--- src/rtl/pipe_pkg.sv ---
// Shared pipeline definitions: register-address width and hazard-controller state encoding.
package pipe_pkg;

    localparam int REG_AW = 5;

    typedef enum logic [1:0] {
        ST_RUN     = 2'd0,
        ST_MEMWAIT = 2'd1,
        ST_DRAIN   = 2'd2,
        ST_HALTED  = 2'd3
    } hz_state_e;

endpackage

--- src/rtl/hazard_perfcnt.sv ---
// Saturating stall/flush cycle counters for the hazard controller.
module hazard_perfcnt #(
    parameter int CNT_W = 32
) (
    input  logic             clk,
    input  logic             rst_n,
    input  logic             stall_i,
    input  logic             flush_i,
    output logic [CNT_W-1:0] stall_cnt_o,
    output logic [CNT_W-1:0] flush_cnt_o
);

    logic [CNT_W-1:0] stall_q, stall_d;
    logic [CNT_W-1:0] flush_q, flush_d;

    always_comb begin
        stall_d = stall_q;
        flush_d = flush_q;
        if (stall_i && (stall_q != '1)) stall_d = stall_q + 1'b1;
        if (flush_i && (flush_q != '1)) flush_d = flush_q + 1'b1;
    end

    always_ff @(posedge clk) begin
        if (!rst_n) begin
            stall_q <= '0;
            flush_q <= '0;
        end else begin
            stall_q <= stall_d;
            flush_q <= flush_d;
        end
    end

    assign stall_cnt_o = stall_q;
    assign flush_cnt_o = flush_q;

endmodule

--- src/rtl/hazard_ctrl.sv ---
// Pipeline hazard controller: load-use, branch, memory-wait and fin-drain sequencing.
// Define HAZARD_CTRL_PERF_EN to add the stall_cnt/flush_cnt performance counters.
module hazard_ctrl
    import pipe_pkg::*;
#(
    parameter int MEM_TIMEOUT = 15,
    parameter int CNT_W       = 32
) (
    input  logic              clk,
    input  logic              rst_n,
    input  logic              idex_memread,
    input  logic [REG_AW-1:0] idex_rt,
    input  logic [REG_AW-1:0] ifid_rs,
    input  logic [REG_AW-1:0] ifid_rt,
    input  logic              ifid_usert,
    input  logic              ex_brtaken,
    input  logic              idex_fin,
    input  logic              memwb_fin,
    input  logic              exmem_memreq,
    input  logic              dm_ack,
    output logic              pc_en,
    output logic              ifid_en,
    output logic              idex_en,
    output logic              exmem_en,
    output logic              memwb_en,
    output logic              ifid_flush,
    output logic              idex_flush,
    output logic              memwb_flush,
    output logic              dm_req,
    output logic              halted,
    output logic              mem_fault
`ifdef HAZARD_CTRL_PERF_EN
    ,
    output logic [CNT_W-1:0]  stall_cnt,
    output logic [CNT_W-1:0]  flush_cnt
`endif
);

    localparam int              WC_W    = $clog2(MEM_TIMEOUT + 1);
    localparam logic [WC_W-1:0] WC_LAST = WC_W'(MEM_TIMEOUT - 1);

    hz_state_e       state_q, state_d;
    hz_state_e       saved_q, saved_d;
    hz_state_e       eff_st;
    logic [WC_W-1:0] wcnt_q, wcnt_d;
    logic            fault_q, fault_d;
    logic            load_use;
    logic            mem_stall;

    always_comb begin
        load_use  = idex_memread && (idex_rt != '0) &&
                    ((idex_rt == ifid_rs) || (ifid_usert && (idex_rt == ifid_rt)));
        mem_stall = exmem_memreq && !dm_ack;
        // The release cycle of a memory wait follows the rules of the interrupted state.
        eff_st    = (state_q == ST_MEMWAIT) ? saved_q : state_q;
    end

    always_comb begin
        pc_en       = 1'b1;
        ifid_en     = 1'b1;
        idex_en     = 1'b1;
        exmem_en    = 1'b1;
        memwb_en    = 1'b1;
        ifid_flush  = 1'b0;
        idex_flush  = 1'b0;
        memwb_flush = 1'b0;
        state_d     = state_q;
        saved_d     = saved_q;
        wcnt_d      = wcnt_q;
        fault_d     = fault_q;

        if (state_q == ST_HALTED) begin
            pc_en    = 1'b0;
            ifid_en  = 1'b0;
            idex_en  = 1'b0;
            exmem_en = 1'b0;
            memwb_en = 1'b0;
        end else if (mem_stall) begin
            pc_en       = 1'b0;
            ifid_en     = 1'b0;
            idex_en     = 1'b0;
            exmem_en    = 1'b0;
            memwb_en    = 1'b0;
            memwb_flush = 1'b1;
            if (state_q == ST_MEMWAIT) begin
                if (wcnt_q == WC_LAST) begin
                    fault_d = 1'b1;
                    state_d = ST_HALTED;
                end else begin
                    wcnt_d = wcnt_q + 1'b1;
                end
            end else begin
                state_d = ST_MEMWAIT;
                saved_d = state_q;
                wcnt_d  = '0;
            end
        end else begin
            state_d = eff_st;
            if (ex_brtaken) begin
                ifid_flush = 1'b1;
                idex_flush = 1'b1;
            end else if (load_use) begin
                pc_en      = 1'b0;
                ifid_en    = 1'b0;
                idex_flush = 1'b1;
            end
            // A fin on the wrong side of a taken branch is squashed, so it does not start a drain.
            if (eff_st == ST_DRAIN) begin
                pc_en      = 1'b0;
                ifid_flush = 1'b1;
                if (memwb_fin) state_d = ST_HALTED;
            end else if (idex_fin && !ex_brtaken) begin
                pc_en      = 1'b0;
                ifid_flush = 1'b1;
                state_d    = ST_DRAIN;
            end
        end
    end

    always_ff @(posedge clk) begin
        if (!rst_n) begin
            state_q <= ST_RUN;
            saved_q <= ST_RUN;
            wcnt_q  <= '0;
            fault_q <= 1'b0;
        end else begin
            state_q <= state_d;
            saved_q <= saved_d;
            wcnt_q  <= wcnt_d;
            fault_q <= fault_d;
        end
    end

    assign dm_req    = rst_n && (state_q != ST_HALTED) && exmem_memreq;
    assign halted    = (state_q == ST_HALTED);
    assign mem_fault = fault_q;

`ifdef HAZARD_CTRL_PERF_EN
    hazard_perfcnt #(
        .CNT_W(CNT_W)
    ) u_perf (
        .clk         (clk),
        .rst_n       (rst_n),
        .stall_i     (!pc_en && (state_q != ST_HALTED)),
        .flush_i     (ifid_flush || idex_flush),
        .stall_cnt_o (stall_cnt),
        .flush_cnt_o (flush_cnt)
    );
`else
    logic unused_cnt_w;
    assign unused_cnt_w = ^CNT_W;
`endif

endmodule

--- config.mk ---
export PLATFORM = sky130hd
export DESIGN_NAME = hazard_ctrl
export DESIGN_NICKNAME = d
export VERILOG_FILES = /design/src/rtl/pipe_pkg.sv /design/src/rtl/hazard_perfcnt.sv /design/src/rtl/hazard_ctrl.sv
export SDC_FILE = /design/constraint.sdc
export NUM_CORES = 1
export LEC_CHECK = 0
export ABC_CLOCK_PERIOD_IN_PS = 1300
export CAP_MARGIN = 0
export CELL_PAD_IN_SITES_DETAIL_PLACEMENT = 0
export CELL_PAD_IN_SITES_GLOBAL_PLACEMENT = 1
export CORE_AREA = 2 2 51 63
export CTS_BUF_LIST = sky130_fd_sc_hd__clkbuf_2
export CTS_CLUSTER_SIZE = 12
export DETAILED_ROUTE_END_ITERATION = 10
export DIE_AREA = 0 0 53 65
export PLACE_DENSITY_LB_ADDON = 0.3
export SLEW_MARGIN = 15
export SYNTH_ARGS = -nofsm -noshare
export SYNTH_HDL_FRONTEND = slang
export SYNTH_SLANG_ARGS = --single-unit
--- constraint.sdc ---
create_clock -name clk -period 1.3 [get_ports clk]
set_input_delay 0.26 -clock clk [delete_from_list [all_inputs] [get_ports clk]]
set_output_delay 0.26 -clock clk [all_outputs]
set_load 0.005 [all_outputs]
==> Word level (Yosys, flattened, before mapping) <==
Index checks and enable logic that the tools add are counted.
{ "op_classes": {"add_sub_neg": 1, "eq_ne": 9, "muxes": 30, "bitwise_logic": 1, "n_reduce_logical": 15} }
{ "op_table": {"columns": ["cell", "count"], "rows": [
  ["$mux 1", 21],
  ["$mux 2", 7],
  ["$eq 5x5->1", 2],
  ["$mux 4", 2],
  ["$logic_and 1x1->1", 7],
  ["$reduce_bool 5->1", 1],
  ["$add 4x1->4 const B", 1],
  ["$eq 2x2->1 const B", 2],
  ["$eq 4x4->1 const B", 1],
  ["$ne 2x2->1 const B", 2],
  ["$reduce_and 2->1", 2],
  ["$reduce_and 4->1", 1],
  ["$ne 3x2->1 const B", 1],
  ["$reduce_and 3->1", 1],
  ["$eq 2x1->1 const B", 1],
  ["$logic_not 1->1", 2],
  ["$logic_or 1x1->1", 1],
  ["$not 1->1", 1]
]} }
{ "word_totals": {"reg_bits": 9, "output_inout_bits": 11} }

==> Logic depth before layout (Yosys ltp) <==
Gate-level depths: netlist of the first run.
{ "depth": {"ltp_word": 10, "mapped_depth": 6, "ltp_nobuf": 6} }

==> Worst setup path after synthesis of the first run <==
No wires, ideal clock.
{ "synth_timing": {"path_kind": "reg2reg", "from": "register wcnt_q[0]", "to": "register wcnt_q[3]", "setup_time_ps": 126, "arrival_time_ps": 1317, "t_required_ps": 1174, "slack_ps": -143, "stages_incl_launch_ff": 7, "n_path_buf": 0, "path_cell_list": "dfxtp_1 -> inv_1 -> ha_1 -> a31o_2 -> a211oi_1 -> xnor2_1 -> nor2_1"} }
{ "synth_via": {"elab_chain_len": 3, "elab_cells_between_ends": 6, "classes_between": "1 x add/sub; 2 x eq/ne; 2 x mux; 1 x reduce/logical"} }
{ "synth_lines": {"columns": ["element", "line_no", "source"], "rows": [
  ["start, declared", "hazard_ctrl.sv:45", "logic [WC_W-1:0] wcnt_q, wcnt_d;"],
  ["start signal, assigned", "hazard_ctrl.sv:129", "wcnt_q <= wcnt_d;"],
  ["$add 4x1->4 / $eq 4x4->1 (equally long branches)", "hazard_ctrl.sv:90, hazard_ctrl.sv:86", null],
  ["$mux 4 / $ne 2x2->1 (equally long branches)", null, null],
  ["$mux 4 / $reduce_and 3->1 (equally long branches)", null, null]
]} }
Parallel ways exist; a longest one is shown, timed or not. The select of a mux whose other input is x is not followed.
A chain may end at the register's enable or synchronous reset.

==> Worst setup path after layout of the first run <==
{ "layout_timing": {"from": "register state_q[1]", "to": "output pc_en"} }
{ "layout_via": {"elab_chain_len": 6, "elab_cells_between_ends": 7, "classes_between": "3 x eq/ne; 4 x mux"} }
{ "layout_lines": {"columns": ["element", "line_no", "source"], "rows": [
  ["start, declared", "hazard_ctrl.sv:42", "hz_state_e state_q, state_d;"],
  ["start signal, assigned", "hazard_ctrl.sv:127", "state_q <= state_d;"],
  ["$eq 2x1->1", "hazard_ctrl.sv:55", "eff_st = (state_q == ST_MEMWAIT) ? saved_q : state_q;"],
  ["$mux 2", null, null],
  ["$eq 2x2->1", "hazard_ctrl.sv:108", "if (eff_st == ST_DRAIN) begin"],
  ["$mux 1", "hazard_ctrl.sv:108", null],
  ["$mux 1", "hazard_ctrl.sv:78", "end else if (mem_stall) begin"],
  ["$mux 1 (*)", "hazard_ctrl.sv:72", "if (state_q == ST_HALTED) begin"],
  ["end, declared", "hazard_ctrl.sv:21", "output logic pc_en,"]
]} }
Mark *: on every way between the ends. The rest lies on a longest branch, timed or not.

==> results of run 1 <==
## worst max-delay path, cell delays in order, from the launching register on
cell      delay (ps)
dfxtp_4          360
nand2b_4         120
nor3b_2           50
or4b_4           480
a21oi_2          110
buf_2            120
## worst paths after layout
kind / from / endpoint / slack (ps) / cells past startpoint
worst max register to register: state_q[1]$_SDFFE_PN0P_ / wcnt_q[0]$_SDFFE_PN0P_ / -250 / 8
worst min register to register: mem_fault$_SDFFE_PN0P_ / mem_fault$_SDFFE_PN0P_ / 470 / 1
worst min-delay path: mem_fault$_SDFFE_PN0P_ / mem_fault$_SDFFE_PN0P_ / 470 / 1
worst max-delay path: state_q[1]$_SDFFE_PN0P_ / pc_en / -440 / 5
## layout by cell type (no fill, tap or decap), types with 2 or more instances in the layout
| cell type | instances |
|---|---|
| dlygate4sd2_1 | 15 |
| a211oi_2 | 2 |
| nor2_1 | 9 |
| nand2_1 | 4 |
| nor2b_1 | 4 |
| buf_2 | 6 |
| a21oi_2 | 2 |
| buf_6 | 16 |
| buf_4 | 22 |
| nand2_4 | 2 |
| dfxtp_2 | 3 |
| inv_1 | 3 |
| clkbuf_2 | 5 |
| inv_4 | 2 |
| nand3_1 | 4 |
| mux2i_1 | 2 |
| a21boi_0 | 2 |
| nand2b_4 | 3 |
| xnor2_1 | 11 |
| dfxtp_1 | 5 |
| o21ai_0 | 3 |
| clkdlybuf4s50_1 | 4 |
## metrics by stage
stage	cell area [µm²]	std cells
after CTS	1310	183
after detailed placement	1250	175
after global routing	1400	186
after floorplan	714	85
final	1400	186
after global placement	1250	175
## registers in the layout, summed over array words and instances (netlist names)
name / cells
mem_fault: 1
saved_q: 2
state_q: 2
wcnt_q: 4
## logic make-up after synthesis
group | share of synthesized area (%)
and+or+nand+nor | 26.3
xor gates and xnor gates | 15.5
adders and majority gates | 3.68
buffers and inverters | 6.45
DFF | 26.5
AOI/OAI and AO/OA | 18.6
muxes | 2.95
## routing by layer
metal	share of wire (%)	vias to the layer above	routed length, µm
li1	-	421	-
met1	40	375	863
met2	54	21	1170
met3	6.0	0	130
met4	0	0	0
met5	0	-	0
## final cells by class
type	count	area, µm²	area share [%]
flip-flops and latches	9	188	13.4
inverters	5	23.8	1.70
multi-input cells	67	558	39.9
well taps	36	45.0	3.22
clock buffers	4	20.0	1.43
repair buffers	65	564	40.3
## report_power, final
group / internal, mW / switching (mW) / leakage [nW]
sequential: 0.283 / 0.00575 / 0.0750
clock: 0.0818 / 0.0980 / 0.0166
combinational: 0.218 / 0.136 / 0.537
## timing repair
item,4_1_cts,5_1_grt
gates cloned,0,0
buffers inserted,5,3
setup endpoints to repair,15,14
pin swaps,24,11
gates resized for setup,91,17
==> metrics.md, run 1 <==
| Metric | Value |
|---|---|
| Grt met2 use | 25.3% |
| Final Max Tran Viols | 0 |
| DRT iter0 DRCs | 4 |
| CTS tree | built |
| Starting Density | between 20% and 30% |
| Most numerous cell in the Yosys netlist | xnor2_1 |
| Share of the synthesized area in the top cell type | 26.5% |
| CP Data Required Time | roughly 1000 ps |
| Fraction of registers with async set/reset | 0% |
| Via density per instance | ~4.4 |
| Worst-margin pin slew | roughly 190 ps |
| Hold slack | approximately 470 ps |
| Worst vdd ir | between 0.4 and 0.5 mV |
| Layout net count | between 150 and 200 |
| Fraction of layout cells with a size suffix above 1 | roughly 50% |
| Most frequent cells after synthesis | xnor2_1, nor2_1, dfxtp_1 |
| Avg Inst Size Synth | about 8 µm² |
| Port-buffer cells | 34 |
| Routed Antenna Nets | 0 |
| Final Hold Vio Count | 0 |
| CP Launch Type | register |
| Failing checks | negative setup slack |
| Max FO, Critical Path | 2 |
| Grt met1 use | 14.3% |
| Post-synth top flop | dfxtp_1 |
| Routability Congestion | 0.707 |
| Max cap viols | 0 |
| RSZ-0062 raised after global routing | true |
| Total chip power | about 820 µW |
| Synth top area cells | dfxtp_1, xnor2_1, nor2_1, ha_1, nor2b_1 |
| Most Crowded Layer GR | met2 |
| WS Path Type | reg2out |
| Synth Cell Area | roughly 680 µm² |
| Crit path DAT | about 1500 ps |
| Dpl hpwl | about 1700 µm |
| FMAX | 576 MHz |
| Final setup vio count | 14 |
| Critical path endpoint category | primary output |
| Core ar. | 2890 µm² |
| GRT Total Usage | between 10% and 20% |
| Met3 usage in global routing | ~1.8% |
| Setup WS post-layout | -438 ps |
| Power density over the cells | 588 nW/µm² |
| Fill cells | approximately 290 |
| Num rows | 22 |
| Gate Count Post-Synth | 85 |
| TritonCTS Buffers | 3 |
| Reg clk slew, reported paths | about 90 ps |
| Pre-CTS setup slack | -1090 ps |
| Area Growth Syn to Fin | 106% |
| I/O pin count | 35 |
| Largest net degree at the start of global routing | 10 |
| Hold-fix buffers, CTS | 0 |
| Syn. warnings | 0 |
| Final core occ | 48.4% |
| Mapped Nets | approximately 110 |
| Largest area contributor in the netlist | dfxtp_1 |
| H-tree depth | 1 |
| Number of global-route vias before repair | approximately 860 |
| First-pass GRT wire length | 3490 µm |
| Routed WL per cell | ~12 µm |
| Setup TNS | -2970 ps |
| Sequential area share after synthesis | roughly a quarter |
| Leak | ~0.63 nW |
| Die X | 53 µm |
| Worst slew margin | around 87% |
| # DRC | 0 |
| TritonRoute pass-1 iters | 2 |
| Final worst path period need | approximately 1700 ps |
| Max clock buf depth | 2 |
| Clk sinks | 9 |
| Yosys reg bits | 9 |
| Root Buffer Master | clkbuf_2 |
| Detailed-route via count | approximately 820 |
| Netlist cell types | 31 |
| Final period utilization | 134% |
| Total grt overflow | 0 |
| Antenna violations before repair | 0 |
| EDFF count, synth | 0 |
| Status | finished with violations |
| Routed WL | between 2000 and 2500 µm |
| Die H | between 60 and 70 µm |
| Clk_skew | between 3 and 4 ps |
| Clk_lat worst skew | 240 ps |
| Number of diodes | 0 |
| Die Area | 3450 µm² |
| Hold Crit Class | reg2reg |
Note: power is estimated with default switching activity, not from simulation.
==> run 2, diff against run 1 <==
--- a/config.mk
+++ b/config.mk
@@ -15,6 +15,7 @@
 export DETAILED_ROUTE_END_ITERATION = 10
 export DIE_AREA = 0 0 53 65
 export PLACE_DENSITY_LB_ADDON = 0.3
+export RECOVER_POWER = 25
 export SLEW_MARGIN = 15
 export SYNTH_ARGS = -nofsm -noshare
 export SYNTH_HDL_FRONTEND = slang
==> run 2 against run 1 <==
The run still ends with negative setup slack left. Clock skew unchanged. Hold slack better by 11 ps. Non-clock buffer count unchanged. Register-to-register slack about the same. Power about the same. Global-route usage unchanged. Wire length unchanged. Critical path type unchanged. Critical endpoint unchanged. Largest cell class unchanged.
==> metrics.md, run 2 (synthesized netlist as in run 1, its figures left out) <==
| Metric | Value |
|---|---|
| Final Hold Vio Count | 0 (unchanged) |
| Hold Crit Class | reg2reg (unchanged) |
| Final setup vio count | 14 (unchanged) |
| CP max stage delay | 480 ps (about the same) |
| Largest net degree at the start of global routing | 10 (unchanged) |
| Starting Density | 23.5% (unchanged) |
| Port-buffer cells | 34 (unchanged) |
| Die H | 65 µm (unchanged) |
| Hold slack | 477 ps (was 466 ps) |
| Worst slew margin | 87.1% (unchanged) |
| Leading cell type in the layout, fill and taps excluded | buf_4 (unchanged) |
| Largest regs | wcnt_q: 4 flops, saved_q: 2 flops, state_q: 2 flops (unchanged) |
| Max cap viols | 0 (unchanged) |
| Core ar. | 2890 µm² (unchanged) |
| Antenna violations before repair | 0 (unchanged) |
| Reg2Reg Setup Slack | -250 ps (about the same) |
| Hold-fix buffers, CTS | 0 (unchanged) |
| Final period utilization | 134% (unchanged) |
| Routed WL per cell | 11.6 µm (unchanged) |
| Critical-path cell list | nand2b_4 > nor3b_2 > or4b_4 > a21oi_2 > buf_2 (unchanged) |
| Number of global-route vias before repair | 859 (unchanged) |
| Worst path bufs/invs | 1 (unchanged) |
| CP Data Required Time | 1040 ps (about the same) |
| WS Path Type | reg2out (unchanged) |
| Max clock buf depth | 2 (unchanged) |
| Slowest stage cell, crit path | or4b_4 (unchanged) |
| First-pass GRT wire length | 3490 µm (unchanged) |
| Routability Congestion | 0.707 (unchanged) |
| Max FO, Critical Path | 2 (unchanged) |
| Reg with most FFs | wcnt_q (unchanged) |
| Clk sinks | 9 (unchanged) |
| Total grt overflow | 0 (unchanged) |
| Root Buffer Master | clkbuf_2 (unchanged) |
| Dpl hpwl | 1660 µm (unchanged) |
| Worst-margin pin slew | 193 ps (unchanged) |
| H-tree depth | 1 (unchanged) |
| Routed Antenna Nets | 0 (unchanged) |
| Final Max Tran Viols | 0 (unchanged) |
| # DRC | 0 (unchanged) |
| Setup WS post-layout | -438 ps (unchanged) |
| Most frequent cells in the layout | buf_4, buf_6, dlygate4sd2_1 (unchanged) |
| Max reg flops | 4 (unchanged) |
| Critical path endpoint category | primary output (unchanged) |
| CP Launch Type | register (unchanged) |
| Leak | 0.628 nW (was 0.629 nW) |
| DRT iter0 DRCs | 4 (unchanged) |
| Die X | 53 µm (unchanged) |
| Fill cells | 287 (was 286) |
| Register area | 186 µm² (was 188 µm²) |
| Dpl cells | 175 (unchanged) |
| I/O pin count | 35 (unchanged) |
| Crit path DAT | 1480 ps (about the same) |
| Clk_lat worst skew | 240 ps (about the same) |
| Detailed-route via count | 817 (unchanged) |
| Worst vdd ir | 0.450 mV (about the same) |
| Number of diodes | 0 (unchanged) |
| Cell Count, Final, Fillers Out | 186 (unchanged) |
| Die Area | 3450 µm² (unchanged) |
| Reg clk slew, reported paths | 90 ps (about the same) |
| TritonRoute pass-1 iters | 2 (unchanged) |
| Clk_skew | 3.92 ps (unchanged) |
| TritonCTS Buffers | 3 (unchanged) |
| Final core occ | 48.4% (about the same) |
| Routed WL | 2170 µm (unchanged) |
| Area Growth Syn to Fin | 106% (about the same) |
| Final worst path period need | 1740 ps (unchanged) |
| Power density over the cells | 589 nW/µm² (was 588 nW/µm²) |
| GRT Total Usage | 13.0% (unchanged) |
| Largest delay contributor family on the critical path | simple AND/OR/NAND/NOR gates (unchanged) |
| FMAX | 576 MHz (unchanged) |
| Num rows | 22 (unchanged) |
| Via density per instance | 4.39 (unchanged) |
| RSZ-0062 raised after global routing | true (unchanged) |
| Layout net count | 177 (unchanged) |
| Status | finished with violations (unchanged) |
| Footprint of the multi-input gates | 558 µm² (unchanged) |
| CTS tree | built (unchanged) |
| Failing checks | negative setup slack (unchanged) |
| Fraction of layout cells with a size suffix above 1 | 49.3% (was 50.0%) |
-- run 2: cell counts in the layout (fill, tap and decap cells not counted) --
Identical to the previous run, type by type.
-- run 2: cell type report --
type                            instances  area share, %
Clock buffer                            4           1.43
Inverter                                5           1.70
Multi-Input combinational cell         67           39.9
Sequential cell                         9           13.3
Tap cell                               36           3.22
Timing Repair Buffer                   65           40.4
-- run 2: metrics by stage --
| stage | instance area, µm² | setup slack, ps | power, mW | setup TNS (ps) |
|---|---|---|---|---|
| CTS | 1310 | -462 | 0.798 | -2160 |
| floorplan | 714 | -112 | 0.416 | -319 |
| global placement | 1250 | -1050 | 0.604 | -9210 |
| global route | 1400 | -496 | 0.878 | -3800 |
| finish | 1400 | -438 | 0.823 | -2970 |
| detailed placement | 1250 | -1090 | 0.608 | -9570 |
-- run 2: metal layers --
| metal | share of wire, % | track usage [%] | vias up |
|---|---|---|---|
| li1 | - | - | 421 |
| met2 | 54 | 25.3 | 21 |
| met3 | 6.0 | 1.84 | 0 |
| met1 | 40 | 14.3 | 375 |
| met4 | 0 | 2.88 | 0 |
| met5 | 0 | 0 | - |
-- run 2: worst paths after layout --
path / from / end / depth (start not counted)
setup reg to reg: state_q[1]$_SDFFE_PN0P_ / wcnt_q[0]$_SDFFE_PN0P_ / 8
hold reg to reg: mem_fault$_SDFFE_PN0P_ / mem_fault$_SDFFE_PN0P_ / 1
hold / removal: mem_fault$_SDFFE_PN0P_ / mem_fault$_SDFFE_PN0P_ / 1
setup / recovery: state_q[1]$_SDFFE_PN0P_ / pc_en / 5
-- run 2: timing repair --
item | in CTS | in global routing
resized for setup | 91 | 17
pin swaps | 24 | 11
endpoints found under the setup margin | 15 | 14
setup buffers | 5 | 3
-- run 2: report_power, final --
group,switching (mW),total (mW),internal [mW]
Sequential,0.00575,0.288,0.283
Combinational,0.136,0.355,0.218
Clock,0.0980,0.180,0.0818
Total,0.240,0.823,0.583
==> run 3, diff against run 2 <==
--- a/config.mk
+++ b/config.mk
@@ -11,7 +11,7 @@
 export CELL_PAD_IN_SITES_GLOBAL_PLACEMENT = 1
 export CORE_AREA = 2 2 51 63
 export CTS_BUF_LIST = sky130_fd_sc_hd__clkbuf_2
-export CTS_CLUSTER_SIZE = 12
+export CTS_CLUSTER_SIZE = 30
 export DETAILED_ROUTE_END_ITERATION = 10
 export DIE_AREA = 0 0 53 65
 export PLACE_DENSITY_LB_ADDON = 0.3
==> results of run 3 <==
The final DEF is identical to that of run 2; final timing and power are the same.
